## config.mk

```make
export PLATFORM = sky130hd
export DESIGN_NAME = ucsbece154b_icache_flat
export DESIGN_NICKNAME = d
export VERILOG_FILES = /design/src/rtl/ucsbece154b_icache_pkg.sv /design/src/rtl/ucsbece154b_icache_if.sv /design/src/rtl/ucsbece154b_icache_way.sv /design/src/rtl/ucsbece154b_icache.sv /design/src/flat_wrapper.sv
export SDC_FILE = /design/constraint.sdc
export NUM_CORES = 2
export LEC_CHECK = 0
export ABC_AREA = 0
export CORE_ASPECT_RATIO = 1.75
export CORE_MARGIN = 2
export CORE_UTILIZATION = 45
export DETAILED_ROUTE_END_ITERATION = 6
export HOLD_SLACK_MARGIN = 0.05
export SLEW_MARGIN = 20
export SYNTH_ARGS = -nofsm -noshare
export SYNTH_HDL_FRONTEND = slang
export SYNTH_MEMORY_MAX_BITS = 65536
export SYNTH_SLANG_ARGS = --single-unit
```

## constraint.sdc

```tcl
create_clock -name clk -period 9.4 [get_ports clk]
set_input_delay 1.88 -clock clk [delete_from_list [all_inputs] [get_ports clk]]
set_output_delay 1.88 -clock clk [all_outputs]
set_load 0.005 [all_outputs]
```

## src/rtl/ucsbece154b_icache_pkg.sv

```systemverilog
// ucsbece154b_icache_pkg: default cache geometry, refill FSM state encoding and a width helper
package ucsbece154b_icache_pkg;
  localparam int IC_NUM_SETS = 8;
  localparam int IC_NUM_WAYS = 4;
  localparam int IC_BLOCK_WORDS = 4;
  typedef enum logic [1:0] {IC_IDLE, IC_REQ, IC_FILL} ic_state_t;
  function automatic int ic_bits(input int n);
    return n > 1 ? $clog2(n) : 1;
  endfunction
endpackage

```

## src/rtl/ucsbece154b_icache_if.sv

```systemverilog
// ucsbece154b_icache_if: fetch-port and SDRAM burst-read signals of the instruction cache
//   fetch side : read_enable, read_address -> instruction, ready, busy
//   memory side: mem_read_request, mem_read_address <- mem_data_in, mem_data_ready
//   slave = cache, master = fetch stage plus SDRAM controller
interface ucsbece154b_icache_if;
  logic        read_enable;
  logic [31:0] read_address;
  logic [31:0] instruction;
  logic        ready;
  logic        busy;
  logic        mem_read_request;
  logic [31:0] mem_read_address;
  logic [31:0] mem_data_in;
  logic        mem_data_ready;
  modport slave (
    input  read_enable, read_address, mem_data_in, mem_data_ready,
    output instruction, ready, busy, mem_read_request, mem_read_address
  );
  modport master (
    output read_enable, read_address, mem_data_in, mem_data_ready,
    input  instruction, ready, busy, mem_read_request, mem_read_address
  );
endinterface

```

## src/rtl/ucsbece154b_icache_way.sv

```systemverilog
// ucsbece154b_icache_way: one way of the cache (valid, tag and block data per set)
//   read port : rd_index, rd_offset, rd_tag -> hit, vld (valid bit of rd_index), word (combinational)
//   write port: we writes wr_data at wr_index/wr_offset; fill sets valid and stores wr_tag
//   reset clears every valid bit synchronously
module ucsbece154b_icache_way #(
  parameter int NUM_SETS    = 8,
  parameter int BLOCK_WORDS = 4,
  parameter int TAG_BITS    = 25
) (
  input  logic                           clk,
  input  logic                           reset,
  input  logic [$clog2(NUM_SETS)-1:0]    rd_index,
  input  logic [$clog2(BLOCK_WORDS)-1:0] rd_offset,
  input  logic [TAG_BITS-1:0]            rd_tag,
  output logic                           hit,
  output logic                           vld,
  output logic [31:0]                    word,
  input  logic                           we,
  input  logic [$clog2(NUM_SETS)-1:0]    wr_index,
  input  logic [$clog2(BLOCK_WORDS)-1:0] wr_offset,
  input  logic [31:0]                    wr_data,
  input  logic                           fill,
  input  logic [TAG_BITS-1:0]            wr_tag
);
  logic [NUM_SETS-1:0] valid;
  logic [TAG_BITS-1:0] tags [NUM_SETS];
  logic [31:0]         data [NUM_SETS][BLOCK_WORDS];
  assign vld = valid[rd_index];
  assign hit = vld && tags[rd_index] == rd_tag;
  assign word = data[rd_index][rd_offset];
  always_ff @(posedge clk) begin
    if (we) data[wr_index][wr_offset] <= wr_data;
    if (fill) tags[wr_index] <= wr_tag;
  end
  always_ff @(posedge clk)
    valid <= reset ? '0 : fill ? valid | (NUM_SETS'(1) << wr_index) : valid;
endmodule

```

## src/rtl/ucsbece154b_icache.sv

```systemverilog
// ucsbece154b_icache: set-associative read-only instruction cache with burst refill and early restart
//   clk, reset : single clock, synchronous active-high reset
//   bus        : fetch request/response and SDRAM burst-read signals (slave side)
//   hits answer in the same cycle; a miss issues one burst, fills the victim way in word order
//   and forwards the requested word as it streams past
module ucsbece154b_icache
  import ucsbece154b_icache_pkg::*;
#(
  parameter int NUM_SETS    = IC_NUM_SETS,
  parameter int NUM_WAYS    = IC_NUM_WAYS,
  parameter int BLOCK_WORDS = IC_BLOCK_WORDS
) (
  input logic                 clk,
  input logic                 reset,
  ucsbece154b_icache_if.slave bus
);
  localparam int OB = $clog2(BLOCK_WORDS);
  localparam int IB = $clog2(NUM_SETS);
  localparam int TW = 30 - OB - IB;
  localparam int WB = ic_bits(NUM_WAYS);
  ic_state_t state, next;
  logic [29:0] miss_addr;
  logic [OB-1:0] w;
  logic [WB-1:0] victim, pick;
  logic [WB-1:0] rr [NUM_SETS];
  logic [NUM_WAYS-1:0] way_hit, way_vld;
  logic [31:0] way_word [NUM_WAYS];
  logic [31:0] hit_word;
  logic [IB-1:0] rd_index, miss_index;
  logic [OB-1:0] rd_offset;
  logic [TW-1:0] rd_tag;
  logic hit, miss, beat, last, early;
  assign rd_index = bus.read_address[OB+IB+1:OB+2];
  assign rd_offset = bus.read_address[OB+1:2];
  assign rd_tag = bus.read_address[31:OB+IB+2];
  assign miss_index = miss_addr[OB+IB-1:OB];
  assign hit = state == IC_IDLE && bus.read_enable && |way_hit;
  assign miss = state == IC_IDLE && bus.read_enable && !(|way_hit);
  assign beat = state == IC_FILL && bus.mem_data_ready;
  assign last = beat && w == OB'(BLOCK_WORDS - 1);
  // forward the beat that carries the word the stalled fetch is still asking for
  assign early = beat && bus.read_enable && bus.read_address[31:2] == miss_addr
                 && w == miss_addr[OB-1:0];
  for (genvar g = 0; g < NUM_WAYS; g++) begin : g_way
    ucsbece154b_icache_way #(
      .NUM_SETS(NUM_SETS), .BLOCK_WORDS(BLOCK_WORDS), .TAG_BITS(TW)
    ) u_way (
      .clk(clk),
      .reset(reset),
      .rd_index(rd_index),
      .rd_offset(rd_offset),
      .rd_tag(rd_tag),
      .hit(way_hit[g]),
      .vld(way_vld[g]),
      .word(way_word[g]),
      .we(beat && victim == WB'(g)),
      .wr_index(miss_index),
      .wr_offset(w),
      .wr_data(bus.mem_data_in),
      .fill(last && victim == WB'(g)),
      .wr_tag(miss_addr[29:OB+IB])
    );
  end
  always_ff @(posedge clk)
    state <= reset ? IC_IDLE : next;
  always_comb begin
    hit_word = '0;
    for (int i = 0; i < NUM_WAYS; i++) hit_word = hit_word | (way_hit[i] ? way_word[i] : '0);
    pick = rr[rd_index];
    for (int i = NUM_WAYS - 1; i >= 0; i--) if (!way_vld[i]) pick = WB'(i);
    next = state == IC_IDLE ? (miss ? IC_REQ : IC_IDLE)
         : state == IC_REQ ? IC_FILL
         : last ? IC_IDLE : IC_FILL;
    bus.ready = hit || early;
    bus.instruction = early ? bus.mem_data_in : hit ? hit_word : '0;
    bus.busy = state != IC_IDLE;
    bus.mem_read_request = state == IC_REQ;
    bus.mem_read_address = {miss_addr[29:OB], {OB{1'b0}}, 2'b00};
  end
  always_ff @(posedge clk) begin
    if (reset) begin
      miss_addr <= '0;
      w <= '0;
      victim <= '0;
      for (int s = 0; s < NUM_SETS; s++) rr[s] <= '0;
    end else begin
      if (miss) begin
        miss_addr <= bus.read_address[31:2];
        victim <= pick;
        w <= '0;
      end
      if (beat) w <= w + 1'b1;
      if (last) rr[miss_index] <= rr[miss_index] == WB'(NUM_WAYS - 1) ? '0 : rr[miss_index] + 1'b1;
    end
  end
endmodule

```

## src/flat_wrapper.sv

```systemverilog
// flat-port wrapper written by rule: the top's interface ports become plain ports
module ucsbece154b_icache_flat import ucsbece154b_icache_pkg::*;
#(
  parameter int NUM_SETS    = IC_NUM_SETS,
  parameter int NUM_WAYS    = IC_NUM_WAYS,
  parameter int BLOCK_WORDS = IC_BLOCK_WORDS
)
  (clk, reset, bus_read_enable, bus_read_address, bus_mem_data_in, bus_mem_data_ready, bus_instruction, bus_ready, bus_busy, bus_mem_read_request, bus_mem_read_address);
  ucsbece154b_icache_if bus_i ();
  input logic clk;
  input logic reset;
  input wire logic [$bits(bus_i.read_enable)-1:0] bus_read_enable;
  input wire logic [$bits(bus_i.read_address)-1:0] bus_read_address;
  input wire logic [$bits(bus_i.mem_data_in)-1:0] bus_mem_data_in;
  input wire logic [$bits(bus_i.mem_data_ready)-1:0] bus_mem_data_ready;
  output wire logic [$bits(bus_i.instruction)-1:0] bus_instruction;
  output wire logic [$bits(bus_i.ready)-1:0] bus_ready;
  output wire logic [$bits(bus_i.busy)-1:0] bus_busy;
  output wire logic [$bits(bus_i.mem_read_request)-1:0] bus_mem_read_request;
  output wire logic [$bits(bus_i.mem_read_address)-1:0] bus_mem_read_address;
  assign bus_i.read_enable = bus_read_enable;
  assign bus_i.read_address = bus_read_address;
  assign bus_i.mem_data_in = bus_mem_data_in;
  assign bus_i.mem_data_ready = bus_mem_data_ready;
  assign bus_instruction = bus_i.instruction;
  assign bus_ready = bus_i.ready;
  assign bus_busy = bus_i.busy;
  assign bus_mem_read_request = bus_i.mem_read_request;
  assign bus_mem_read_address = bus_i.mem_read_address;
  ucsbece154b_icache #(.NUM_SETS(NUM_SETS), .NUM_WAYS(NUM_WAYS), .BLOCK_WORDS(BLOCK_WORDS)) u_core (.clk(clk), .reset(reset), .bus(bus_i));
endmodule
```

Word-level counts from Yosys, hierarchy flattened
Memories as Yosys holds them, arrays and structs flattened. A register that Yosys moved wholly into a read port is not among the register bits.
Index checks and enable logic that the tools add are counted.
{"block": "word_totals", "mem_bits_rw": 4912, "elab_cells": 140, "input_bits": 68, "ff_bits": 68, "mem_count": 9}
{"memory": "u_core.g_way[0].u_way.data", "words": 8, "width": 128, "read_ports": 1, "rd_ports_with_merged_regs": 0, "write_ports": 1, "line": "ucsbece154b_icache_way.sv:27", "text": "logic [31:0] data [NUM_SETS][BLOCK_WORDS];"}
{"memory": "u_core.g_way[1].u_way.data", "words": 8, "width": 128, "read_ports": 1, "rd_ports_with_merged_regs": 0, "write_ports": 1, "line": "ucsbece154b_icache_way.sv:27"}
{"memory": "u_core.g_way[2].u_way.data", "words": 8, "width": 128, "read_ports": 1, "rd_ports_with_merged_regs": 0, "write_ports": 1, "line": "ucsbece154b_icache_way.sv:27"}
{"memory": "u_core.g_way[3].u_way.data", "words": 8, "width": 128, "read_ports": 1, "rd_ports_with_merged_regs": 0, "write_ports": 1, "line": "ucsbece154b_icache_way.sv:27"}
{"memory": "u_core.g_way[0].u_way.tags", "words": 8, "width": 25, "read_ports": 1, "rd_ports_with_merged_regs": 0, "write_ports": 1, "line": "ucsbece154b_icache_way.sv:26", "text": "logic [TAG_BITS-1:0] tags [NUM_SETS];"}
{"memory": "u_core.g_way[1].u_way.tags", "words": 8, "width": 25, "read_ports": 1, "rd_ports_with_merged_regs": 0, "write_ports": 1, "line": "ucsbece154b_icache_way.sv:26"}
{"memory": "+3 memories"}
{"block": "classes", "n_lt_le_gt_ge": 4, "reduce_logical": 29, "n_eq_ne": 13, "mux": 65, "addsub": 2, "bitwise": 9, "shifts": 1}
{"op": "$mux W128", "count": 4}
{"op": "$mux W32", "count": 15}
{"op": "$bmux W32 S2", "count": 4}
{"op": "$eq A25 B25 Y1", "count": 4}
{"op": "$or A32 B32 Y32", "count": 3}
{"op": "$demux W32 S2", "count": 1}
{"op": "$or A8 B8 Y8", "count": 4}
{"op": "$eq A30 B30 Y1", "count": 1}
{"op": "$mux W1", "count": 23}
{"op": "$mux W2", "count": 11}
{"op": "$logic_and A1 B1 Y1", "count": 21}
{"op": "$bmux W1 S3", "count": 4}
{"op": "$eq A2 B2 Y1 const B", "count": 5}
{"op": "$mux W3", "count": 3}
{"op": "$shl A1 B3 Y8 const A", "count": 1}
{"op": "$ge A3 B3 Y1 const B", "count": 2}
{"op": "$not A2 Y3", "count": 2}
{"op": "$add A2 B1 Y2 const B", "count": 2}
{"op": "$eq A2 B1 Y1 const B", "count": 2}
{"op": "$logic_not A2 Y1", "count": 2}
{"op": "$lt A3 B4 Y1 const B", "count": 1}
{"op": "$reduce_bool A2 Y1", "count": 2}
{"op": "$reduce_or A4 Y1", "count": 1}
{"op": "$lt A3 B1 Y1 const B", "count": 1}
{"op": "4 further kinds", "count": 4}

Depth between registers and ports, before layout
{"block": "logic_depth", "word_depth": 10, "depth_mapped": 17}

Hierarchy
A second synthesis with hierarchy kept.
{"block": "hier_totals", "hier_cells": 8052, "hier_area_um2": 192617.2}
{"module": "ucsbece154b_icache_way", "cells_per_inst": 1899, "area_each_um2": 47120.2, "n_inst": 4}
{"module": "ucsbece154b_icache", "cells_per_inst": 456, "area_each_um2": 4136.5, "n_inst": 1}

Worst setup path after synthesis
No wires, ideal clock.
{"block": "synth_timing", "path_type": "input to output", "start": "input port bus_read_address[4]", "end": "output port bus_instruction[0]", "path_buffers": 9, "t_required_ns": 7.520, "path_stages": 14, "t_arrival_ns": 5.026, "setup_slack_ns": 2.494, "path_cell_list": "buf_2 buf_6 buf_6 buf_6 buf_6 buf_6 buf_6 clkbuf_1 buf_2 mux4_2 mux4_2 mux2i_1 o221ai_1 a22o_1"}
{"block": "synth_via", "elab_chain_cells": 10, "word_cells_on_any_way": 50}
{"element": "start, declared", "line": "flat_wrapper.sv:13", "text": "input wire logic [$bits(bus_i.read_address)-1:0] bus_read_address;"}
{"element": "$mem_v2 Z8 W128"}
{"element": "$bmux W32 S2", "line": "ucsbece154b_icache_way.sv:30", "text": "assign word = data[rd_index][rd_offset];"}
{"element": "$mux W32 (not written as such) (2 in a row)", "line": "ucsbece154b_icache_way.sv:30"}
{"element": "$mux W32", "line": "ucsbece154b_icache.sv:68", "text": "for (int i = 0; i < NUM_WAYS; i++) hit_word = hit_word | (way_hit[i] ? way_word[i] : '0);"}
{"element": "$or A32 B32 Y32 (3 in a row)", "line": "ucsbece154b_icache.sv:68"}
{"element": "$mux W32", "line": "ucsbece154b_icache.sv:75", "text": "bus.instruction = early ? bus.mem_data_in : hit ? hit_word : '0;"}
{"element": "$mux W32 *", "line": "ucsbece154b_icache.sv:75"}
{"element": "end, declared", "line": "flat_wrapper.sv:16", "text": "output wire logic [$bits(bus_i.instruction)-1:0] bus_instruction;"}
Mark *: on every way between the ends. The rest lies on a longest branch, timed or not. The select of a mux whose other input is x is not followed.

Final worst setup path
{"block": "layout_timing", "start": "input port bus_read_address[4]", "end": "output port bus_instruction[30]"}
The elaborated chain is that of the path after synthesis.

==> reports/results.tsv <==
stage	metric	value	unit
hold_path	hold_class	flip-flop to flip-flop	
synthesis	async_reset_ff_share	0	%
placement	numPortBuffers	128	
synthesis	yosysWarnings	0	
synthesis	avgSynthCellArea	23.6	um2
sta	drv_slew	0	
die	ios	135	
global_routing	grtUsageTotal	24.7	%
synthesis	synth_ff_type	edfxtp_1	
layout	nets	8649	
power_and_ir_drop	vdd_drop_max	196	uV
clock_tree	cts_buffers	433	
layout	design_area	0.216	mm2
sta	setup_viol	0	
synthesis	ys_seq_area_share	77.6	%
detailed_routing	drt-total-wl	537	mm
sta	min_period	9000	ps
die	die_h	868	um
die	start_util	45.1	%
global_routing	overflow	0	
sta	rsz0062_at_grt	no	
worst_setup_path	path_class	input pin to output port	
worst_setup_path	cp.required	7520	ps
clock_tree	clk_path_buf_depth	4	
sta	setup_ws	399	ps
detailed_routing	dr.pass1.iters	6	
placement	pre_cts_ws	488	ps
detailed_routing	wl_per_cell	36.9	um
worst_setup_path	cp-startpoint	bus_read_address[4]	
layout	area_growth	12.6	%
global_routing	first_global_vias	92522	
clock_tree	htree_levels	5	
worst_setup_path	cpPeakStageDelay	640	ps
power_and_ir_drop	p_leak	67.3	nW
synthesis	synth_area_leader_cell	edfxtp_1	
global_routing	antenna_found_initial	16	
detailed_routing	post-route-drc-count	0	
clock_tree	cts_sinks	4983	
placement	post_dp_cell_area	0.202	mm2
worst_setup_path	arrival	7120	ps
synthesis	syn-cell-area	0.192	mm2
detailed_routing	first_iter_violations	9932	
sta	fmax	111	MHz
hold_path	hold_start	u_core.g_way[1].u_way.valid[2]	
synthesis	ys_ff_latch	4983	
worst_setup_path	cpMostUsedCell	buf_12	
job	cap_violations	0	
die	die_area	0.432	mm2
die	coreArea	0.425	mm2
synthesis	netlist_instances	8144	
synthesis	synth_cell_types	57	
worst_setup_path	cp_slowest_cell	mux2i_1	
layout	layout.cells.most_common	edfxtp_1	
synthesis	synth_edf_count	4912	
clock_tree	cts_resized	0	
clock_tree	cts-root-buf	clkbuf_16	
detailed_routing	vias	89561	
synthesis	synth.area.top_cells	edfxtp_1 77%, mux4_2 16%, mux2i_1 1.8%	
worst_setup_path	endpoint_kind	output port	
run_status	status	completed	
sta	clock_skew	105	ps
sta	slew_headroom	22.3	%
clock_tree	cts_hold_buf	0	
worst_setup_path	crit_path_start_kind	input pin	
clock_tree	clock_latency	1020	ps
layout	final_util	50.8	%
global_routing	grt_max_degree	120	
worst_setup_path	reg2reg_from	u_core.g_way[2].u_way.valid[5]	
sta	worst_slew_pin_slew	1160	ps
sta	whs	480	ps
global_routing	grt_pass1_wl	736	mm
worst_setup_path	crit_path_end	bus_instruction[30]	
layout	final_cell_mix	4912 x edfxtp_1, 1402 x mux4_2, 444 x clkbuf_16	
clock_tree	postCtsSetupBuffers	0	
worst_setup_path	rr_worst_depth	11	
synthesis	synth.top_cell.area_share	76.9	%
placement	place_congestion	0.904	
sta	setup_tns	0	ps
layout	drive_above_1_share	29.1	%
sta	hold_violations	0	
worst_setup_path	worstPathCellList	buf_16, buf_12, buf_12, buf_12, buf_4, mux4_2, mux4_2, mux2i_1, o221ai_1, a22o_1, clkdlybuf4s50_1	
detailed_routing	postRouteAntennaNets	0	
die	die_x	498	um
worst_setup_path	worstPathMaxFanout	60	
die	placementRows	317	
worst_setup_path	reg2reg_slack	5320	ps
clock_tree	clk_pin_slew	70	ps
clock_tree	tritoncts	done	
placement	dpl.hpwl	312	mm
power_and_ir_drop	power.density	206	mW/mm2
detailed_routing	vias_per_cell	6.16	
sta	fin_crit_sh	95.8	%
-- cell usage after synthesis (5+ instances only) --
cell and instances:
o21a_1 6, xor2_1 32, o21ai_0 50, dfxtp_1 71
inv_1 8, buf_2 140, a22o_1 52, nor4b_1 5
xnor2_1 49, o22a_1 39, nand4_1 18, nor2b_1 5
o21bai_1 6, ha_1 5, or3_1 10, and2_1 5
a22oi_1 57, a21o_1 7, mux2i_1 354, a221oi_1 17
and3_1 22, nand2_1 23, mux4_2 1402, edfxtp_1 4912
a21oi_1 54, nand3b_1 5, nor4_1 9, buf_4 52
buf_1 82, nor2_1 288, clkbuf_1 211, nand3_1 42
o221ai_1 32, buf_6 17, nor3_1 18
-- flip-flops by register name, indices dropped and copies added (netlist names), named ones only --
register / count
u_core.g_way.u_way.data: 4096
u_core.g_way.u_way.tags: 800
u_core.g_way.u_way.valid: 32
u_core.miss_addr: 30
u_core.rr: 16
u_core.state: 2
u_core.victim: 2
u_core.w: 2
-- logic make-up (layout without fill, tap and decap cells) --
logic type	after synthesis	after routing	synth area share, %
simple gates	470	470	1.12
xor+xnor	81	81	0.370
mux	1759	1759	18.3
flops	4983	4983	77.6
buf+inv	512	1300	1.26
compound gates	333	333	1.27
other cells	1	17	0.00195
fa+ha+maj	5	5	0.0326
-- layout make-up --
type / count / area, um2
flip-flops and latches: 4983 / 149000
repair buffers: 498 / 4580
fillers: 33025 / 209000
diodes: 13 / 32.5
clock buffers: 537 / 11600
inverters: 8 / 37.5
clock inverters: 257 / 2270
well taps: 5582 / 6980
multi-input cells: 2652 / 41700
-- metal layers --
layer	track usage [%]	up-vias	part of all wire [%]
met5	0.255	-	0.029
met4	15.6	2	7.6
met3	3.78	912	6.2
met2	43.5	3648	52
met1	28.0	49323	34
li1	-	35676	-
-- critical path: cells and delay by family --
| kind | cells | cell delay (ps) |
|---|---|---|
| AOI/OAI and AO/OA | 2 | 1030 |
| buffers and inverters | 6 | 2280 |
| muxes | 3 | 1710 |
-- how the worst min path moves through the flow --
stage | cells after the start | slack, ps | end
floorplan | 2 | 430 | u_core.g_way[0].u_way.valid[2]
global placement | 2 | 450 | u_core.g_way[3].u_way.valid[2]
detailed placement | 0 | 460 | u_core.g_way[3].u_way.tags[4][3]
CTS | 0 | 480 | u_core.g_way[3].u_way.tags[4][3]
global route | 2 | 500 | u_core.g_way[0].u_way.valid[3]
finish | 2 | 480 | u_core.g_way[1].u_way.valid[2]
-- metrics by stage --
stage / power [mW] / instances
final: 44.5 / 14530
after global routing: 45.7 / 14522
after CTS: 44.8 / 14516
after detailed placement: 27.3 / 13722
after global placement: 27.3 / 13721
after floorplan: 26.1 / 8147
-- where the power goes --
part / total (mW) / internal [mW] / switching [mW]
Combinational: 2.40 / 0.843 / 1.55
Clock: 17.7 / 9.69 / 8.02
Sequential: 24.4 / 24.4 / 0.0185
Note: power is estimated with default switching activity, not from simulation.
